`src/rtl/wisc_pkg.sv`:
```
// Shared definitions for the WISC pipeline memory stage.
//   WORD_W      : native data/address width of the datapath
//   mem_state_t : sequencing states of the data-memory access controller
package wisc_pkg;

  localparam int WORD_W = 16;

  typedef enum logic [1:0] {
    MA_IDLE,
    MA_WAIT,
    MA_DONE
  } mem_state_t;

endpackage

```
`src/rtl/mem_timeout_ctr.sv`:
```
// Counts WAIT cycles that pass without a memory acknowledge.
// Ports:
//   clk, rst_n : clock and asynchronous active-low reset
//   clr        : synchronous clear of the count (takes priority over en)
//   en         : count this cycle
//   expired    : count has reached TIMEOUT_CYC-1 while en is high
module mem_timeout_ctr #(
  parameter int TIMEOUT_CYC = 15
) (
  input  logic clk,
  input  logic rst_n,
  input  logic clr,
  input  logic en,
  output logic expired
);

  localparam int CNT_W = $clog2(TIMEOUT_CYC + 1);
  localparam logic [CNT_W-1:0] LIMIT = CNT_W'(TIMEOUT_CYC - 1);
  localparam logic [CNT_W-1:0] SAT   = CNT_W'(TIMEOUT_CYC);

  logic [CNT_W-1:0] count;

  // Saturates instead of wrapping so a stuck enable can never re-arm expiry.
  always_ff @(posedge clk or negedge rst_n) begin
    if (!rst_n) begin
      count <= '0;
    end else if (clr) begin
      count <= '0;
    end else if (en && (count != SAT)) begin
      count <= count + CNT_W'(1);
    end
  end

  assign expired = en && (count == LIMIT);

endmodule

```
`src/rtl/mem_access_ctrl.sv`:
```
// Sequences the data-memory access requested by the EX/MEM register over a
// req/ack handshake to a variable-latency memory, stalling the pipeline until
// the access completes or times out.
// Ports:
//   clk, rst_n        : clock and asynchronous active-low reset
//   mem_to_reg_in     : LW request from EX/MEM
//   reg_to_mem_in     : SW request from EX/MEM
//   alu_result_in     : effective address
//   save_word_data_in : store data
//   mem_rdata/mem_ack : memory read data and completion strobe
//   mem_req/mem_we/mem_addr/mem_wdata : registered memory request
//   stall             : freezes PC, IF/ID, ID/EX, EX/MEM (combinational)
//   ld_data_out       : load result for MEM/WB
//   ld_valid          : one-cycle strobe, ld_data_out valid (DONE of a load)
//   mem_err           : sticky error, timeout or simultaneous LW+SW
module mem_access_ctrl
  import wisc_pkg::*;
#(
  parameter int DATA_W      = WORD_W,
  parameter int TIMEOUT_CYC = 15
) (
  input  logic              clk,
  input  logic              rst_n,
  input  logic              mem_to_reg_in,
  input  logic              reg_to_mem_in,
  input  logic [DATA_W-1:0] alu_result_in,
  input  logic [DATA_W-1:0] save_word_data_in,
  input  logic [DATA_W-1:0] mem_rdata,
  input  logic              mem_ack,
  output logic              mem_req,
  output logic              mem_we,
  output logic [DATA_W-1:0] mem_addr,
  output logic [DATA_W-1:0] mem_wdata,
  output logic              stall,
  output logic [DATA_W-1:0] ld_data_out,
  output logic              ld_valid,
  output logic              mem_err
);

  mem_state_t state, state_nxt;

  logic              access;
  logic              expired;
  logic              req_nxt, we_nxt, valid_nxt, err_nxt;
  logic [DATA_W-1:0] addr_nxt, wdata_nxt, ld_data_nxt;

  assign access = mem_to_reg_in || reg_to_mem_in;
  assign stall  = ((state == MA_IDLE) && access) || (state == MA_WAIT);

  mem_timeout_ctr #(
    .TIMEOUT_CYC (TIMEOUT_CYC)
  ) u_timeout (
    .clk     (clk),
    .rst_n   (rst_n),
    .clr     (state != MA_WAIT),
    .en      ((state == MA_WAIT) && !mem_ack),
    .expired (expired)
  );

  always_ff @(posedge clk or negedge rst_n) begin
    if (!rst_n) begin
      state <= MA_IDLE;
    end else begin
      state <= state_nxt;
    end
  end

  always_comb begin
    state_nxt = state;
    case (state)
      MA_IDLE: if (access) state_nxt = MA_WAIT;
      MA_WAIT: if (mem_ack || expired) state_nxt = MA_DONE;
      MA_DONE: state_nxt = MA_IDLE;
      default: state_nxt = MA_IDLE;
    endcase
  end

  // Next values of the registered outputs; everything holds unless changed.
  always_comb begin
    req_nxt     = mem_req;
    we_nxt      = mem_we;
    addr_nxt    = mem_addr;
    wdata_nxt   = mem_wdata;
    ld_data_nxt = ld_data_out;
    err_nxt     = mem_err;
    valid_nxt   = 1'b0;
    case (state)
      MA_IDLE: begin
        if (access) begin
          req_nxt   = 1'b1;
          we_nxt    = reg_to_mem_in;  // store wins a simultaneous LW+SW
          addr_nxt  = alu_result_in;
          wdata_nxt = save_word_data_in;
          if (mem_to_reg_in && reg_to_mem_in) err_nxt = 1'b1;
        end
      end
      MA_WAIT: begin
        if (mem_ack) begin
          req_nxt = 1'b0;
          if (!mem_we) begin
            ld_data_nxt = mem_rdata;
            valid_nxt   = 1'b1;
          end
        end else if (expired) begin
          req_nxt     = 1'b0;
          err_nxt     = 1'b1;
          ld_data_nxt = '0;
          valid_nxt   = !mem_we;
        end
      end
      default: ;
    endcase
  end

  always_ff @(posedge clk or negedge rst_n) begin
    if (!rst_n) begin
      mem_req     <= 1'b0;
      mem_we      <= 1'b0;
      mem_addr    <= '0;
      mem_wdata   <= '0;
      ld_data_out <= '0;
      ld_valid    <= 1'b0;
      mem_err     <= 1'b0;
    end else begin
      mem_req     <= req_nxt;
      mem_we      <= we_nxt;
      mem_addr    <= addr_nxt;
      mem_wdata   <= wdata_nxt;
      ld_data_out <= ld_data_nxt;
      ld_valid    <= valid_nxt;
      mem_err     <= err_nxt;
    end
  end

endmodule

```
`config.mk`:
```
export PLATFORM = sky130hd
export DESIGN_NAME = mem_access_ctrl
export DESIGN_NICKNAME = d
export VERILOG_FILES = /design/src/rtl/wisc_pkg.sv /design/src/rtl/mem_timeout_ctr.sv /design/src/rtl/mem_access_ctrl.sv
export SDC_FILE = /design/constraint.sdc
export NUM_CORES = 1
export LEC_CHECK = 0
export BUFFER_PORTS_ARGS = -buffer_cell sky130_fd_sc_hd__buf_2
export CAP_MARGIN = 10
export CORE_AREA = 8 8 93 95
export DETAILED_ROUTE_END_ITERATION = 7
export DIE_AREA = 0 0 101 103
export GPL_ROUTABILITY_DRIVEN = 0
export PLACE_DENSITY = 0.69
export SLEW_MARGIN = 10
export SYNTH_ARGS = -nofsm -noshare
export SYNTH_HDL_FRONTEND = slang
export SYNTH_SLANG_ARGS = --single-unit
```
`constraint.sdc`:
```
create_clock -name clk -period 1.2 [get_ports clk]
set_input_delay 0.12 -clock clk [delete_from_list [all_inputs] [get_ports clk]]
set_output_delay 0.12 -clock clk [all_outputs]
set_load 0.05 [all_outputs]
```
Word level (Yosys, flattened, before mapping)
Cells that the tools add are included.

Output and inout port bits: 53. Bits of input ports: 53. Flip-flop bits (word level): 58.

Eq/ne operators: 11. Reduce and logical (&&, ||, !) cells: 19. $add $sub $neg: 1. Multiplexer cells: 21.

Operator list (count): two-way mux 16 bit (3); two-way mux 1 bit (11); two-way mux 4 bit (2); inequality test 2 bit (second input constant) (4); inequality test 2 x 1 -> 1 bit (second input constant) (3); AND reduction 3 bit (2); nonzero test 2 bit (3); logical AND 1 bit (5); AND reduction 5 bit (1); adder 4 x 1 -> 4 bit (second input constant) (1); equality test 4 bit (second input constant) (1); two-way mux 2 bit (2); inequality test 4 bit (second input constant) (1); case mux 1 bit (2 select lines) (2); case mux 2 bit (2 select lines) (1); AND reduction 2 bit (2); logical OR 1 bit (3); inequality test 3 bit (second input constant) (1); equality test 2 x 1 -> 1 bit (second input constant) (1); zero test 1 bit (2); zero test 2 bit (1).

Logic depth before layout (Yosys ltp)
Depth in word-level cells: 6. Depth in mapped cells: 6. Gate-level depth less buffers: 5.

By module
From an unflattened synthesis, not the netlist that was laid out.

Cell total of the unflattened synthesis: 149. Area total of the unflattened synthesis: 2292.2 µm².

Modules (own cells, without submodules): mem_access_ctrl (cells an instance 126, instances 1, sequential area each 1351.3 µm², area an instance 2031.9 µm²); mem_timeout_ctr (cells an instance 23, instances 1, sequential area each 100.1 µm², area an instance 260.2 µm²).

Least setup slack after synthesis
No wires, ideal clock.

Path kind: register to register. Start point: register mem_we. End point: register ld_data_out[10]. Arrival time: 1441 ps. Period minus slack after synthesis: 1511 ps. Buffers on the path: 2. Library setup time: 70 ps. Required time: 1130 ps. Cell stages (with the launch flop): 6. Setup slack: -311 ps. Path through: dfrtp_1 buf_4 and2_0 clkbuf_2 o21ai_0 nand3_1.

Word-level cells in the longest chain between the ends: 2.

RTL lines: start: declaration (RTL line mem_access_ctrl.sv:31) `output logic mem_we,`; start signal: assignment (RTL line mem_access_ctrl.sv:126) `mem_we <= we_nxt;`; inequality test 2 bit (no line); AND reduction 3 bit (no line); end signal: assignment (RTL line mem_access_ctrl.sv:129) `ld_data_out <= ld_data_nxt;`; end: declaration (RTL line mem_access_ctrl.sv:35) `output logic [DATA_W-1:0] ld_data_out,`.

No other way between the ends. A chain may end at the register's enable or synchronous reset.

Final worst setup path
Start point: register state[0]. End point: output port stall.

Word-level cells in the longest chain between the ends: 3. Elaborated cells on any way between the ends: 4. Those cells by class: eq/ne: 1; reduce/logical: 3.

RTL lines: start: declaration (RTL line mem_access_ctrl.sv:40) `mem_state_t state, state_nxt;`; start signal: assignment (RTL line mem_access_ctrl.sv:64) `state <= state_nxt;`; zero test 2 bit (RTL line mem_access_ctrl.sv:48) `assign stall = ((state == MA_IDLE) && access) || (state == MA_WAIT);`; logical AND 1 bit (RTL line mem_access_ctrl.sv:48); logical OR 1 bit (*) (RTL line mem_access_ctrl.sv:48); end: declaration (RTL line mem_access_ctrl.sv:34) `output logic stall,`.

Every way passes the cells marked *; elsewhere a longest branch is shown, timed or not.

==> metrics <==
total congestion overflow=0; Die Area=0.0104 mm²; Worst Skew=9.82 ps; syn_nets=257; Compound-Gate Fraction of Synth Area=8.68%; htree depth=3; Iter 0 DRT Violations=98; Crit path arrival time=1290 ps; initial antenna violation count=0; mapped cell area=0.00242 mm²; first-pass GRT wire length=11600 µm; Final Max Tran Viols=0; R2R Path Start=state[1]; WL final=7470 µm; Synth Area in Simple Gates=10.7%; CP Max Fanout=2; Critical Path End Type=output port; VDD IR-drop max=1.55 mV; Core Area=0.00714 mm²; Post-Synth Adder-Cell Area=1.03%; Total GRT Usage=14.5%; Pwr per Cell Area=3170 mW/mm²; largest family of logic cells by synthesized area=multiplexers; slack of the critical path=-208 ps; Ports=106; worst skew pair latency=330 ps; CTS buffer count=9; clock root cell=clkbuf_8; pre-CTS WS=-123 ps; area grow syn2layout=69.4%; Final Non-Filler Cells=457; ANT cells=0; status=finished with violations; CP required=1080 ps; vias per cell=4.64; antenna-violating nets left=0; maximum clock insertion buffer count=2; Post-Synth XOR/XNOR Area=0.362%; Hold Vio Cnt, Final=0; Die Height=103 µm; die width=101 µm; Max Cap Violations=0; critical setup path kind=register to output port; CP Launch Type=register; Yosys cell types=30; placed insts=412; CTS tree=yes; Hold WC Path Type=input port to register; Initial Util=33.9%; Worst setup startpoint=state[0]; largest net degree at the start of global routing=36; row cnt=31; clk slew on worst S/H paths=60 ps; Slew Limit Headroom=80.1%; setup TNS=-8530 ps; fin crit period=1410 ps; DPL Wire Length=4760 µm; Nets=409; Mapped Cells=202; Max Fclk=0.710 GHz; Final Cycle Share=117%; per-cell routed wire length=16.4 µm; Final setup viols=56; DRC viols=0; clk sinks=58; drt first pass iters=4; mux contribution to synthesized area=15.3%; number of global-route vias before repair=2317; Worst-Margin Slew=298 ps; layout cells sized above 1=61.2%; leakage=1.92 nW; hold path startpoint=mem_rdata[8]; Mean Syn Cell Area=12.0 µm²; YS warnings=0; #FFs+latches synth=58; RSZ-0062 raised after global routing=true; Vias=2122; sequential area share after synthesis=59.9%; failing checks=negative setup slack; Port Buffers=105
==> where the power goes <==
group	internal (W)	switching, W	leakage [nW]
logic	0.00267	0.00497	1.15
clock network	0.00111	0.000727	0.106
registers	0.00287	0.000654	0.665
==> per-layer routing <==
| metal | up-vias | GRT usage (%) | routed length, µm |
|---|---|---|---|
| met2 | 90 | 25.1 | 3780 |
| li1 | 1010 | - | - |
| met5 | - | 0 | 0 |
| met4 | 0 | 4.93 | 108 |
| met1 | 1013 | 16.2 | 2940 |
| met3 | 9 | 5.47 | 643 |
==> synthesized netlist by cell type <==
| library cell | number | area, µm² |
|---|---|---|
| a211oi_1 | 1 | 7.51 |
| a21oi_1 | 1 | 5.00 |
| a22o_1 | 1 | 8.76 |
| a31oi_1 | 3 | 18.8 |
| and2_0 | 1 | 6.26 |
| and4_1 | 1 | 8.76 |
| buf_2 | 5 | 25.0 |
| buf_4 | 1 | 7.51 |
| buf_6 | 3 | 33.8 |
| clkbuf_1 | 2 | 7.51 |
| clkbuf_2 | 1 | 5.00 |
| dfrtp_1 | 58 | 1450 |
| ha_1 | 2 | 25.0 |
| inv_1 | 5 | 18.8 |
| mux2_1 | 30 | 338 |
| mux2_2 | 2 | 22.5 |
| mux2i_1 | 1 | 10.0 |
| nand2_1 | 35 | 131 |
| nand2b_1 | 1 | 6.26 |
| nand3_1 | 11 | 55.1 |
| nand4b_1 | 1 | 8.76 |
| nor2_1 | 3 | 11.3 |
| nor2_2 | 1 | 6.26 |
| nor3_1 | 3 | 15.0 |
| nor4bb_1 | 1 | 10.0 |
| o21a_4 | 1 | 15.0 |
| o21ai_0 | 19 | 95.1 |
| o311ai_1 | 6 | 52.6 |
| o31ai_1 | 1 | 7.51 |
| xnor2_1 | 1 | 8.76 |
==> final cells by class <==
class                           instances  area (µm²)
Clock inverter                          2        35.0
Sequential cell                        58        1460
Tap cell                               99         124
Timing Repair Buffer                  153        1060
Clock buffer                           13         169
Multi-Input combinational cell        127        1240
Fill cell                             621        3030
Inverter                                5        18.8
==> worst max-delay path, cell delays in order (launching register included) <==
cell	delay (ps)
dfrtp_1	400
buf_4	150
nand2b_4	60
buf_4	110
nand2_2	60
buf_8	160
==> per-stage QoR <==
step	utilization [%]	instance area, µm²	power (W)	hold WS (ps)
after floorplan	-	2490	0.00829	-176
after global placement	45.6	3250	0.00993	-47.1
after detailed placement	45.6	3250	0.0101	-45.5
after CTS	53.9	3850	0.0124	1.43
after global routing	57.5	4100	0.0137	5.58
final	57.5	4100	0.0130	19.0
==> layout by cell type, fill, tap and decap left out, types with 2 or more instances in the layout <==
| master | instances |
|---|---|
| a31oi_4 | 2 |
| o21ai_2 | 3 |
| buf_6 | 9 |
| nor2_1 | 2 |
| dlygate4sd3_1 | 24 |
| ha_4 | 2 |
| buf_8 | 2 |
| nand2_4 | 5 |
| buf_4 | 11 |
| buf_12 | 4 |
| mux2_1 | 10 |
| nand2_2 | 12 |
| mux2_4 | 22 |
| clkbuf_4 | 4 |
| dfrtp_2 | 3 |
| nand2_1 | 18 |
| inv_1 | 4 |
| nand3_2 | 10 |
| dfrtp_1 | 55 |
| clkbuf_8 | 12 |
| nor3_4 | 2 |
| o21ai_1 | 14 |
| o21ai_0 | 2 |
| o311ai_2 | 6 |
| buf_2 | 99 |
==> flip-flops by register name, indices dropped and copies added (netlist names) <==
register / count
ld_data_out: 16
ld_valid: 1
mem_wdata: 16
mem_req: 1
mem_err: 1
state: 2
u_timeout.count: 4
mem_addr: 16
mem_we: 1
==> what timing repair did <==
| action | in CTS | in global routing |
|---|---|---|
| gates cloned | 1 | 0 |
| resized for setup | 40 | 59 |
| hold endpoints to repair | 81 | 0 |
| buffers inserted | 3 | 3 |
| hold buffers | 24 | 0 |
| pin swaps | 18 | 18 |
| setup endpoints to repair | 53 | 58 |
==> final timing paths <==
| check | endpoint | slack, ps | cells past startpoint |
|---|---|---|---|
| worst max register to register | mem_addr[7] | -200 | 5 |
| worst min-delay path | ld_data_out[8] | 20 | 3 |
| min in group asynchronous | mem_wdata[8] | 150 | 2 |
| worst min register to register | mem_err | 480 | 2 |
| worst max-delay path | stall | -210 | 5 |
| max in group asynchronous | mem_we | 630 | 3 |
==> cells by family (layout without fill, tap and decap cells) <==
kind of cell | after synthesis | in the layout
XOR/XNOR | 1 | 1
flip-flops | 58 | 58
AO/OA/AOI/OAI | 33 | 33
multiplexers | 33 | 33
AND/OR/NAND/NOR | 58 | 58
adder cells (fa/ha/maj) | 2 | 2
buffers and inverters | 17 | 173
No activity file was read; power rests on OpenSTA's default activity.
